**config.mk**
```make
export PLATFORM = sky130hd
export DESIGN_NAME = mem_arbiter
export DESIGN_NICKNAME = d
export VERILOG_FILES = /design/src/rtl/mem_arbiter.sv
export SDC_FILE = /design/constraint.sdc
export NUM_CORES = 1
export LEC_CHECK = 0
export CAP_MARGIN = 30
export CELL_PAD_IN_SITES_DETAIL_PLACEMENT = 1
export CELL_PAD_IN_SITES_GLOBAL_PLACEMENT = 1
export CORE_UTILIZATION = 28
export DETAILED_ROUTE_END_ITERATION = 8
export DONT_BUFFER_PORTS = 1
export PLACE_DENSITY = 0.64
export SETUP_SLACK_MARGIN = 0.05
export SLEW_MARGIN = 0
export SYNTH_ARGS = -nofsm -noshare
export SYNTH_HDL_FRONTEND = slang
export SYNTH_SLANG_ARGS = --single-unit
```
**constraint.sdc**
```tcl
create_clock -name clk -period 2.2 [get_ports clk]
set_input_delay 0.66 -clock clk [delete_from_list [all_inputs] [get_ports clk]]
set_output_delay 0.66 -clock clk [all_outputs]
set_load 0.02 [all_outputs]
```
**src/rtl/mem_arbiter.sv**
```systemverilog
// Two-master round-robin arbiter for the data-cache core port, one transaction in flight.
// Ports: m0_*/m1_* master req/gnt/rvalid, s_* downstream, timeout_o sticky watchdog flag.
module mem_arbiter #(
  parameter int unsigned TIMEOUT  = 64,
  parameter logic [31:0] ERR_DATA = 32'hDEAD_BEEF
) (
  input  logic        clk,
  input  logic        reset_n,
  input  logic        m0_req_i,
  input  logic [31:0] m0_addr_i,
  input  logic [31:0] m0_wdata_i,
  input  logic        m0_we_i,
  input  logic [3:0]  m0_be_i,
  output logic        m0_gnt_o,
  output logic        m0_rvalid_o,
  output logic [31:0] m0_rdata_o,
  output logic        m0_err_o,
  input  logic        m1_req_i,
  input  logic [31:0] m1_addr_i,
  input  logic [31:0] m1_wdata_i,
  input  logic        m1_we_i,
  input  logic [3:0]  m1_be_i,
  output logic        m1_gnt_o,
  output logic        m1_rvalid_o,
  output logic [31:0] m1_rdata_o,
  output logic        m1_err_o,
  output logic        s_req_o,
  output logic [31:0] s_addr_o,
  output logic [31:0] s_wdata_o,
  output logic        s_we_o,
  output logic [3:0]  s_be_o,
  input  logic        s_gnt_i,
  input  logic        s_rvalid_i,
  input  logic [31:0] s_rdata_i,
  input  logic        s_err_i,
  output logic        timeout_o
);

  typedef enum logic [1:0] {
    IDLE  = 2'd0,
    ISSUE = 2'd1,
    WAIT  = 2'd2
  } state_e;

  localparam logic [7:0] CNT_LAST = 8'(TIMEOUT - 1);

  state_e      state_q, state_d;
  logic        owner_q, owner_d;
  logic        last_q, last_d;
  logic [31:0] addr_q, addr_d;
  logic [31:0] wdata_q, wdata_d;
  logic        we_q, we_d;
  logic [3:0]  be_q, be_d;
  logic [7:0]  cnt_q, cnt_d;
  logic        tmo_q, tmo_d;

  logic        win1;
  logic        rsp_valid;
  logic [31:0] rsp_data;
  logic        rsp_err;

  // M1 wins when alone, or on a tie when M0 was granted last.
  assign win1 = m1_req_i & (~m0_req_i | ~last_q);

  always_comb begin
    state_d   = state_q;
    owner_d   = owner_q;
    last_d    = last_q;
    addr_d    = addr_q;
    wdata_d   = wdata_q;
    we_d      = we_q;
    be_d      = be_q;
    cnt_d     = cnt_q;
    tmo_d     = tmo_q;
    m0_gnt_o  = 1'b0;
    m1_gnt_o  = 1'b0;
    rsp_valid = 1'b0;
    rsp_data  = 32'h0;
    rsp_err   = 1'b0;
    unique case (state_q)
      IDLE: begin
        // reset_n gates gnt so it reads 0 while reset is held
        if (reset_n && (m0_req_i || m1_req_i)) begin
          m0_gnt_o = ~win1;
          m1_gnt_o = win1;
          owner_d  = win1;
          last_d   = win1;
          addr_d   = win1 ? m1_addr_i  : m0_addr_i;
          wdata_d  = win1 ? m1_wdata_i : m0_wdata_i;
          we_d     = win1 ? m1_we_i    : m0_we_i;
          be_d     = win1 ? m1_be_i    : m0_be_i;
          state_d  = ISSUE;
        end
      end
      ISSUE: begin
        if (s_gnt_i) begin
          cnt_d   = 8'd0;
          state_d = WAIT;
        end
      end
      WAIT: begin
        cnt_d = cnt_q + 8'd1;
        // a real response beats a coincident timeout
        if (s_rvalid_i) begin
          rsp_valid = 1'b1;
          rsp_data  = s_rdata_i;
          rsp_err   = s_err_i;
          state_d   = IDLE;
        end else if (cnt_q == CNT_LAST) begin
          rsp_valid = 1'b1;
          rsp_data  = ERR_DATA;
          rsp_err   = 1'b1;
          tmo_d     = 1'b1;
          state_d   = IDLE;
        end
      end
      default: state_d = IDLE;
    endcase
  end

  always_ff @(posedge clk or negedge reset_n) begin
    if (!reset_n) begin
      state_q <= IDLE;
      owner_q <= 1'b0;
      last_q  <= 1'b1;
      addr_q  <= 32'h0;
      wdata_q <= 32'h0;
      we_q    <= 1'b0;
      be_q    <= 4'h0;
      cnt_q   <= 8'd0;
      tmo_q   <= 1'b0;
    end else begin
      state_q <= state_d;
      owner_q <= owner_d;
      last_q  <= last_d;
      addr_q  <= addr_d;
      wdata_q <= wdata_d;
      we_q    <= we_d;
      be_q    <= be_d;
      cnt_q   <= cnt_d;
      tmo_q   <= tmo_d;
    end
  end

  assign m0_rvalid_o = rsp_valid & ~owner_q;
  assign m1_rvalid_o = rsp_valid & owner_q;
  assign m0_rdata_o  = owner_q ? 32'h0 : rsp_data;
  assign m1_rdata_o  = owner_q ? rsp_data : 32'h0;
  assign m0_err_o    = rsp_err & ~owner_q;
  assign m1_err_o    = rsp_err & owner_q;

  assign s_req_o   = (state_q == ISSUE);
  assign s_addr_o  = addr_q;
  assign s_wdata_o = wdata_q;
  assign s_we_o    = we_q;
  assign s_be_o    = be_q;
  assign timeout_o = tmo_q;

endmodule

```
Word level (Yosys, flattened, before mapping)
Cells that the tools add are included.
{"block": "word_totals", "ff_bits": 82, "inputBits": 177, "out_inout_bits": 141, "word_cells": 60}
{"block": "classes", "add_sub_neg": 1, "n_eq_ne": 6, "n_mux": 25, "bitwise_logic": 11, "n_reduce_logical": 8}
{"operator": "two-way mux 32 bit", "count": 7}
{"operator": "case mux 8 bit (2 select lines)", "count": 1}
{"operator": "two-way mux 1 bit", "count": 10}
{"operator": "adder 8 x 1 -> 8 bit (second input constant)", "count": 1}
{"operator": "equality test 8 x 6 -> 1 bit (second input constant)", "count": 1}
{"operator": "two-way mux 2 bit", "count": 4}
{"operator": "two-way mux 8 bit", "count": 1}
{"operator": "case mux 2 bit (3 select lines)", "count": 1}
{"operator": "AND reduction 3 bit", "count": 2}
{"operator": "bitwise AND 1 bit", "count": 5}
{"operator": "NOT 1 bit", "count": 5}
{"operator": "two-way mux 4 bit", "count": 1}
{"operator": "AND reduction 2 bit", "count": 2}
{"operator": "!= test 3 bit (second input constant)", "count": 1}
{"operator": "equality test 2 x 1 -> 1 bit (second input constant)", "count": 1}
{"operator": "equality test 2 bit (second input constant)", "count": 1}
{"operator": "zero test 2 bit", "count": 1}
{"operator": "!= test 2 x 1 -> 1 bit (second input constant)", "count": 1}
{"operator": "!= test 2 bit (second input constant)", "count": 1}
{"operator": "nonzero test 2 bit", "count": 1}
{"operator": "logical AND 1 bit", "count": 1}
{"operator": "logical OR 1 bit", "count": 1}
{"operator": "bitwise OR 1 bit", "count": 1}

Longest topological paths before layout
Gate-level depths: netlist (run 1).
{"block": "logic_depth", "ltp_word": 6, "depth_mapped": 6}

Worst setup path after synthesis (run 1)
No wires, ideal clock.
{"block": "synth_timing", "path_type": "in2out", "startpoint": "input s_rvalid_i", "endpoint": "output m0_rdata_o[0]", "t_arrival_ns": 1.644, "required_ns": 1.540, "setup_slack_ns": -0.104, "cell_stages": 4, "n_path_buf": 2, "path_cell_list": "clkbuf_1 -> clkbuf_1 -> nand2_1 -> a21oi_1"}
{"block": "synth_via", "elab_chain_cells": 3}
{"item": "from (decl)", "line_no": "33", "text": "input logic s_rvalid_i,"}
{"item": "two-way mux 32 bit", "line_no": "104", "text": "if (s_rvalid_i) begin"}
{"item": "two-way mux 32 bit", "line_no": "80", "text": "unique case (state_q)"}
{"item": "two-way mux 32 bit", "line_no": "147", "text": "assign m0_rdata_o = owner_q ? 32'h0 : rsp_data;"}
{"item": "to (decl)", "line_no": "16", "text": "output logic [31:0] m0_rdata_o,"}
Every way passes these cells.

Worst setup path in the final report (run 1)
{"block": "layout_timing", "startpoint": "register cnt_q[3]", "endpoint": "output m1_rdata_o[9]"}
{"block": "layout_via", "elab_chain_cells": 5}
{"item": "from (decl)", "line_no": "54", "text": "logic [7:0] cnt_q, cnt_d;"}
{"item": "from (signal assigned)", "line_no": "140", "text": "cnt_q <= cnt_d;"}
{"item": "equality test 8 x 6 -> 1 bit", "line_no": "109", "text": "end else if (cnt_q == CNT_LAST) begin"}
{"item": "two-way mux 32 bit", "line_no": "109"}
{"item": "two-way mux 32 bit", "line_no": "104"}
{"item": "two-way mux 32 bit", "line_no": "80"}
{"item": "two-way mux 32 bit", "line_no": "148", "text": "assign m1_rdata_o = owner_q ? rsp_data : 32'h0;"}
{"item": "to (decl)", "line_no": "25", "text": "output logic [31:0] m1_rdata_o,"}
Every way passes these cells.

==> results of run 1 <==
## logic make-up (layout without fill, tap and decap cells)
| group | count (synthesis) | after routing | synth area share, % |
|---|---|---|---|
| AOI/OAI and AO/OA | 204 | 204 | 36.0 |
| xor gates and xnor gates | 1 | 1 | 0.202 |
| adders and majority gates | 1 | 1 | 0.288 |
| buffers and inverters | 52 | 92 | 6.60 |
| DFF | 82 | 82 | 47.3 |
| muxes | 2 | 2 | 0.461 |
| and+or+nand+nor | 78 | 78 | 9.19 |
## worst max path at each step
stage | from | end | slack, ns
6_report | cnt_q[3] | m1_rdata_o[9] | -0.21
5_1_grt | cnt_q[5] | m1_rdata_o[11] | -0.27
4_1_cts | cnt_q[2] | m0_rdata_o[11] | -0.13
3_5_place_dp | state_q[0] | m1_rdata_o[17] | 0.05
3_3_place_gp | cnt_q[0] | m0_rdata_o[11] | 0.09
2_1_floorplan | s_rvalid_i | m0_rdata_o[0] | -0.04
## sequential cells by signal, summed over array words and instances, names as in the netlist
name       count
state_q        2
timeout_o      1
cnt_q          8
s_addr_o      32
s_wdata_o     32
s_we_o         1
last_q         1
s_be_o         4
owner_q        1
## routing by layer
metal / share of wire [%] / up-vias
met5: 0 / -
met4: 3.1 / 0
met3: 7.1 / 34
met2: 51 / 221
met1: 38 / 1971
li1: - / 1689
## cells in the mapped netlist (all sizes together)
cell type and n:
dfrtp 81, a21boi 69, a221o 69, a21oi 53, nand2 34, buf 28, clkbuf 22, and3 19
nor2 7, a31oi 4, nand3 4, nand2b 3, a21o 2, and2 2, inv 2, mux2i 2
nand3b 2, nor2b 2, o21ai 2, o31ai 2, a22o 1, and4 1, dfstp 1, ha 1
nand4 1, nand4b 1, nor3b 1, o211ai 1, o31a 1, or2 1, xor2 1
## per-stage QoR
step / instance area, um2 / utilization, % / hold WS, ns
3_3_place_gp: 4940 / 32.6 / 0.367
6_report: 6190 / 40.8 / 0.0264
4_1_cts: 5620 / 37.1 / 0.00119
5_1_grt: 6190 / 40.8 / 0.00214
2_1_floorplan: 4600 / - / 0.364
3_5_place_dp: 4940 / 32.6 / 0.366
## cell usage in the layout, fill, tap and decap left out, drive strengths merged, types with 3 or more instances in the layout
master	n
a221o	69
and3	19
buf	65
dfrtp	81
nand2	34
nor2	7
dlygate4sd3	4
a31oi	4
nand2b	3
a21oi	53
a21boi	69
clkbuf	17
nand3	4
## area by class of cell
| type | count | area, um2 | area share, % |
|---|---|---|---|
| multi-input combinational | 286 | 2680 | 43.3 |
| clock buffer | 11 | 243 | 3.92 |
| sequential | 82 | 2060 | 33.2 |
| inverter | 2 | 7.51 | 0.121 |
| timing repair buffer | 75 | 887 | 14.3 |
| tap | 188 | 235 | 3.80 |
| clock inverter | 4 | 76.3 | 1.23 |
## power by group through the flow
stage,combinational [mW],clock [mW],sequential [mW]
floorplan,1.65,0,3.27
global placement,2.01,0,3.50
detailed placement,2.11,0,3.53
CTS,2.31,1.68,3.53
global route,2.79,1.75,3.59
finish,2.57,1.63,3.52
## repair_timing
item	CTS	global route
hold buffers	2	2
hold endpoints to repair	13	16
gates resized for setup	53	65
endpoints found under the setup margin	69	70
cloned	3	6
pin swaps	5	18
setup buffers	10	6
## worst max-delay path: stages (launching register included)
cell       delay (ns)
dfrtp_1          0.37
and4_4           0.24
nand4b_1         0.12
buf_6            0.19
clkbuf_16        0.19
a21oi_4          0.17
buf_6            0.14
==> impl_metrics.toml, run 1 <==
[run_status]
status = "finished with violations"
violations = "setup timing"

[synth]
ys_types = 34
syn_inst = 420
post-synth-top-area-fraction_pct = 46.7
syn_nets = 598
yosysWarnings = 0
syn_avg_cell_area_um2 = 10.3
synth_area_mm2 = 0.00434
synth-seq-cells = 82
yosysTopAreaCell = "dfrtp_1"
ys_seq_area_share_pct = 47.3
yosys-top-cells-area = "dfrtp_1 47%, a221o_1 16%, a21boi_0 12%, a21oi_1 6.1%, nand2_1 2.9%"

[die]
num_rows = 45
ioPinCount = 318
die_w_um = 127
initial_utilization_pct = 28.7
die_h_um = 127
fp.coreArea_mm2 = 0.0151
die_area_mm2 = 0.0160

[sta]
final_max_slew_viol_count = 0
maxSlewHeadroom_pct = 46.3
fmax_ghz = 0.415
hold_viol = 0
setup_viol = 61
tightest_slew_ns = 0.803
setup_slack_ns = -0.210
finalSetupTns_ns = -6.53
finalCriticalPeriod_ns = 2.41
rsz0062_at_grt = "yes"
min_period_over_period_pct = 110
finClkSkew_ns = 0.00904

[global_routing]
grt_max_degree = 72
antenna_found_initial = 0
use_met3_pct = 5.48
grt_pass1_wl_um = 24300
grt.busiest_layer = "met2"
grt_pass1_vias = 3990
gr-usage-met2_pct = 34.3
grt_overflow_total = 0
use_met1_pct = 23.5
grt_use_total_pct = 19.9

[cells_and_area]
diodes = 0
area_delta_synth_final_pct = 42.4
stdcell_count = 648
fill_cells = 1557
final_layout_size_suffix_gt1_share_pct = 36.5
nets = 634

[setup_path]
reg2reg_slack_ns = 0.23
critPathMaxFanout = 7
end_kind = "output port"
critPathLaunchType = "flip-flop"
cp.arrival_ns = 1.75
r2r-end = "s_addr_o[2]"
crit_required_ns = 1.54
path_class = "flip-flop to output port"
r2r_cells = 7
worstReg2RegStart = "state_q[0]"

[placed_design]
dp.cells = 604
place.port_buffers = 0
dp_hpwl_um = 11300
globalplace.congestion = 0.773
place_ws_ns = 0.0478

[routing]
drtIter0Drc = 174
avgViaCountPerCell = 6.04
wl_per_cell_um = 27.6
wl_um = 17900
firstDrtPassIters = 6
drtAntennaViolNets = 0
num_vias = 3915
drc = 0

[power_and_ir_drop]
pwr-share-comb_pct = 33.3
fin_total_pwr_mw = 7.72
p_int_mw = 4.47
ir_drop_mv = 0.642
powerDensity_mw_per_mm2 = 1250
p_seq_share_pct = 45.6
switching_share_pct = 42.1
p_clk_share_pct = 21.1
p_leak_nw = 2.44
p_sw_mw = 3.25

[clock_network]
cts_sinks = 82
clkLatencyLatePin_ns = 0.34
cts_htree_levels = 3
cts_tree = "built"
clk_path_buf_depth = 2
root_buffer = "clkbuf_16"
cts.clk_slew.worst_paths_ns = 0.07
cts_buffers = 9

[hold_path]
hold_path.class = "input port to asynchronous set/reset pin"

[job]
maxCapViolCount = 0
(Power assumes the default switching activity.)
==> inputs of run 2 (changes only) <==
Settings changed: CORE_MARGIN set to 2.
==> run 2 against run 1 <==
  * The run still ends with setup timing left
  * Flip-flop and latch count unchanged
  * Power down 1.5%
  * Combinational power down 5%
==> impl_metrics.toml, run 2 (synthesis results as in run 1) <==
[run_status]
status = "finished with violations"
violations = "setup timing"

[global_routing]
grt_pass1_vias = 4009
grt_use_total_pct = 19.5
gr-usage-met2_pct = 34.2
use_met1_pct = 22.4
antenna_found_initial = 0
grt_overflow_total = 0
grt_pass1_wl_um = 24400
use_met3_pct = 7.11
grt_max_degree = 57
grt.busiest_layer = "met2"

[routing]
avgViaCountPerCell = 6.04
wl_per_cell_um = 26.6
drtAntennaViolNets = 0
wl_um = 16900
num_vias = 3837
drtIter0Drc = 202
firstDrtPassIters = 4
drc = 0

[setup_path]
max_stage_delay_ns = 0.41
end_kind = "output port"
critPathMaxFanout = 6
cp.arrival_ns = 1.69
crit_required_ns = 1.54
path_buf_inv = 3
critPathLaunchType = "flip-flop"
crit_family = "buffers and inverters"
path_cells = "nor2_2 > nand4b_1 > buf_6 > clkbuf_16 > a21oi_2 > buf_4"
slowest_stage = "dfrtp_1"
path_class = "flip-flop to output port"

[clock_network]
cts.clk_slew.worst_paths_ns = 0.06
cts_htree_levels = 3
cts_sinks = 82
clk_path_buf_depth = 2
cts_tree = "built"
cts_buffers = 9
clkLatencyLatePin_ns = 0.34
root_buffer = "clkbuf_16"

[placed_design]
dp_hpwl_um = 11200
place.port_buffers = 0
globalplace.congestion = 0.796

[sta]
setup_slack_ns = -0.151
fin_hold_ws_ns = 0.156
final_max_slew_viol_count = 0
finalSetupTns_ns = -5.01
setup_viol = 52
tightest_slew_ns = 0.462
fmax_ghz = 0.425
rsz0062_at_grt = "yes"
min_period_over_period_pct = 107
hold_viol = 0
finClkSkew_ns = 0.00569
maxSlewHeadroom_pct = 69.2
finalCriticalPeriod_ns = 2.35

[power_and_ir_drop]
ir_drop_mv = 0.603
p_seq_share_pct = 45.8
p_int_mw = 4.43
p_clk_share_pct = 22.2
pwr-share-comb_pct = 31.9
switching_share_pct = 41.8
p_leak_nw = 2.37
powerDensity_mw_per_mm2 = 1280
p_sw_mw = 3.19

[cells_and_area]
layout_commonest_cell = "dfrtp_1"
mostFrequentLayoutCells = "80 x dfrtp_1, 69 x a21boi_0, 69 x a221o_1, 41 x a21oi_4, 34 x nand2_1"
nets = 620
area_delta_synth_final_pct = 37.3
diodes = 0
final_layout_size_suffix_gt1_share_pct = 35.1

[die]
die_h_um = 129
initial_utilization_pct = 28.6
num_rows = 45
die_w_um = 129
die_area_mm2 = 0.0165
fp.coreArea_mm2 = 0.0152
ioPinCount = 318

[hold_path]
hold_path.class = "input port to asynchronous set/reset pin"

[job]
maxCapViolCount = 0
-- run 2: cell count changes in the layout (fill, tap and decap cells not counted), sizes merged --
| cell | before | now |
|---|---|---|
| buf | 65 | 58 |
| clkbuf | 17 | 13 |
| dlygate4sd3 | 4 | 1 |
| inv | 2 | 3 |
-- run 2: path summary, 6_finish.rpt --
| check | start | end | slack (ns) | cells past startpoint |
|---|---|---|---|---|
| worst max-delay path | cnt_q[6] | m1_rdata_o[16] | -0.15 | 6 |
| worst min-delay path | reset_n | s_addr_o[6] | 0.16 | 1 |
| worst max register to register | state_q[0] | s_addr_o[25] | 0.19 | 6 |
| worst min register to register | cnt_q[7] | cnt_q[7] | 0.52 | 1 |
| max in group asynchronous | reset_n | s_addr_o[19] | 1.40 | 1 |
| min in group clk | s_gnt_i | cnt_q[2] | 0.41 | 1 |
-- run 2: power groups by stage --
stage | combinational, mW | clock, mW | sequential (mW)
after global routing | 2.68 | 1.82 | 3.56
after CTS | 2.38 | 1.75 | 3.50
after global placement | 1.97 | 0 | 3.50
final | 2.43 | 1.69 | 3.49
after detailed placement | 2.07 | 0 | 3.52
after floorplan | 1.65 | 0 | 3.27
-- run 2: final cells by class --
class	instances	area, um2
clock buffer	11	253
clock inverter	5	85.1
fill	1615	9240
inverter	2	7.51
multi-input combinational	286	2600
sequential	82	2050
tap	188	235
timing repair buffer	61	734
-- run 2: timing repair --
action,4_1_cts,5_1_grt
gates resized for setup,54,37
endpoints found under the hold margin,43,0
setup endpoints to repair,70,70
setup buffers,13,2
hold buffers,3,0
pin swaps,6,7
gates cloned,5,2
-- run 2: metal layers --
metal | wire (um) | share of wire, % | up-vias
li1 | - | - | 1665
met1 | 6370 | 38 | 1937
met2 | 8850 | 52 | 215
met3 | 1430 | 8.4 | 20
met4 | 273 | 1.6 | 0
met5 | 0 | 0 | -
-- run 2: stage by stage --
stage	cells	power, mW	util (%)	setup WS [ns]	area, um2
floorplan	420	4.92	-	-0.0371	4600
global placement	594	5.48	32.1	0.0951	4880
detailed placement	594	5.58	32.1	0.0683	4880
CTS	631	7.63	38.0	-0.144	5770
global route	635	8.05	39.2	-0.243	5970
finish	635	7.61	39.2	-0.151	5970
==> RTL change: new RTL, config.mk and constraints of run 1 <==
Make the reset (`reset_n`) synchronous in one clocked block.
--- a/src/rtl/mem_arbiter.sv
+++ b/src/rtl/mem_arbiter.sv
@@ -119,5 +119,5 @@
   end
 
-  always_ff @(posedge clk or negedge reset_n) begin
+  always_ff @(posedge clk) begin
     if (!reset_n) begin
       state_q <= IDLE;
Behaviour: differs if reset_n is asserted again (counterexample within 4 cycles, from zero or initial values and one cycle with reset_n low); with reset_n held inactive, the same outputs for 10 cycles.
==> RTL change against run 1 <==
The run still ends with setup timing left. Wire length rose by 8.2%. Sequential cell count did not move. Critical endpoint is now m1_rdata_o[30]. Sequential share of layout area fell by 6.1 points. Worst hold slack improved by 0.36 ns. Worst setup slack got worse by 0.15 ns. Critical path type unchanged. Highest routed layer unchanged. Area after synthesis fell by 1.3%. Cell area fell by 1.5%.
Power is not compared: it rests on default switching activity, and its combinational part moved more than twofold at a synthesized area within 25%.
==> RTL change: results (changes against run 1) <==
- Area Overhead vs Synth: 42.1% (was 42.4%)
- R2r setup slk: 0.44 ns (was 0.23 ns)
- Critical path peak fanout: 9 (was 7)
- CP Launch Point: cnt_q[0] (was cnt_q[3])
- 1st-pass router iterations: 4 (was 6)
- Initial drt markers: 248 (was 174)
- Compound-gate portion of the synthesized area: 31.3% (was 36.0%)
- Share of cells above drive strength 1: 31.0% (was 36.5%)
- Reg2Reg Depth: 5 (was 7)
- Endpoints failing setup: 52 (was 61)
- Top FF cell, synth: dfxtp_1 (was dfrtp_1)
- Synth unique cells: 39 (was 34)
- Drt wl/cell: 23.9 um (was 27.6 um)
- First-pass GRT wire length: 28500 um (was 24300 um)
- Dpl hpwl: 12200 um (was 11300 um)
- Post-CTS resize count: 84 (was 53)
- Family with the most delay on the worst path: buffers and inverters (unchanged)
- Mux contribution to synthesized area: 0.467% (was 0.461%)
- Adder-cell share of the synthesized area: 0.292% (was 0.288%)
- Vias in the first global route: 4878 (was 3990)
- Final clock skew: 0.00586 ns (was 0.00904 ns)
- Sequential area share after synthesis: 38.3% (was 47.3%)
- Worst R2R End: s_wdata_o[25] (was s_addr_o[2])
- FFs w/ async S/R, synth: 0% (was 100%)
- Post-synth top cells: nand2_1, a21oi_1, dfxtp_1 (was dfrtp_1, a21boi_0, a221o_1)
- HP Class: input port to register (was input port to async pin)
- Synth Area in XOR/XNOR: 0% (was 0.202%)
- Fillers: 1707 (was 1557)
- Slew Limit Headroom: 66.6% (was 46.3%)
- PnR worst setup slack: -0.363 ns (was -0.210 ns)
- Failing checks: setup timing (unchanged)
- GRT Util Overall: 22.9% (was 19.9%)
- Layout net count: 798 (was 634)
- Run status: finished, violations left (unchanged)
- Postcts setup bufs: 6 (was 10)
- DR vias/cell: 5.90 (was 6.04)
- Worst setup path end: m1_rdata_o[30] (was m1_rdata_o[9])
- Synth top area cells: dfxtp_1, a21oi_1, nand2_1 (was dfrtp_1, a221o_1, a21boi_0)
- Gpl congestion: 0.827 (was 0.773)
RTL change: logic make-up after synthesis:
| group | after synthesis |
|---|---|
| mux | 2 |
| fa+ha+maj | 1 |
| buf+inv | 67 |
| simple gates | 222 |
| compound gates | 210 |
| flops | 82 |
RTL change: worst min-delay path by stage:
stage	endpoint	slack (ns)
after floorplan	cnt_q[7]	0.45
after global placement	cnt_q[7]	0.48
after detailed placement	cnt_q[7]	0.51
after CTS	last_q	0.38
after global routing	last_q	0.38
final	last_q	0.39
RTL change: report_power, final:
group | switching, mW | internal, mW | leakage, nW | total, mW
clock network | 0.643 | 0.917 | 0.146 | 1.56
logic | 0.409 | 0.226 | 1.36 | 0.635
registers | 0.254 | 1.61 | 0.678 | 1.86
RTL change: worst register-to-register path, cell delays in order (launching register included):
cell      delay (ns)
dfxtp_4         0.36
buf_6           0.13
nor3b_4         0.27
buf_4           0.44
a21oi_1         0.17
a311oi_1        0.30
RTL change: area by class of cell:
class / count / share of cell area, %
multi-input cells: 435 / 47.4
clock inverters: 5 / 1.05
well taps: 184 / 3.78
clock buffers: 11 / 3.98
inverters: 3 / 0.185
repair buffers: 89 / 16.5
flip-flops and latches: 82 / 27.1
RTL change: metrics by stage:
step | setup slack [ns] | instances | setup TNS (ns)
floorplan | 0.00617 | 584 | 0
global placement | 0.108 | 782 | 0
detailed placement | 0.102 | 782 | 0
CTS | -0.236 | 808 | -10.94
global route | -0.401 | 809 | -16.64
finish | -0.363 | 809 | -14.36
RTL change: metal layers:
metal / vias to the layer above / part of all wire [%] / GRT usage [%]
met4: 0 / 3.5 / 9.64
met3: 43 / 7.5 / 5.95
met2: 247 / 50 / 39.4
met1: 2295 / 39 / 27.1
met5: - / 0 / 0
li1: 2186 / - / -
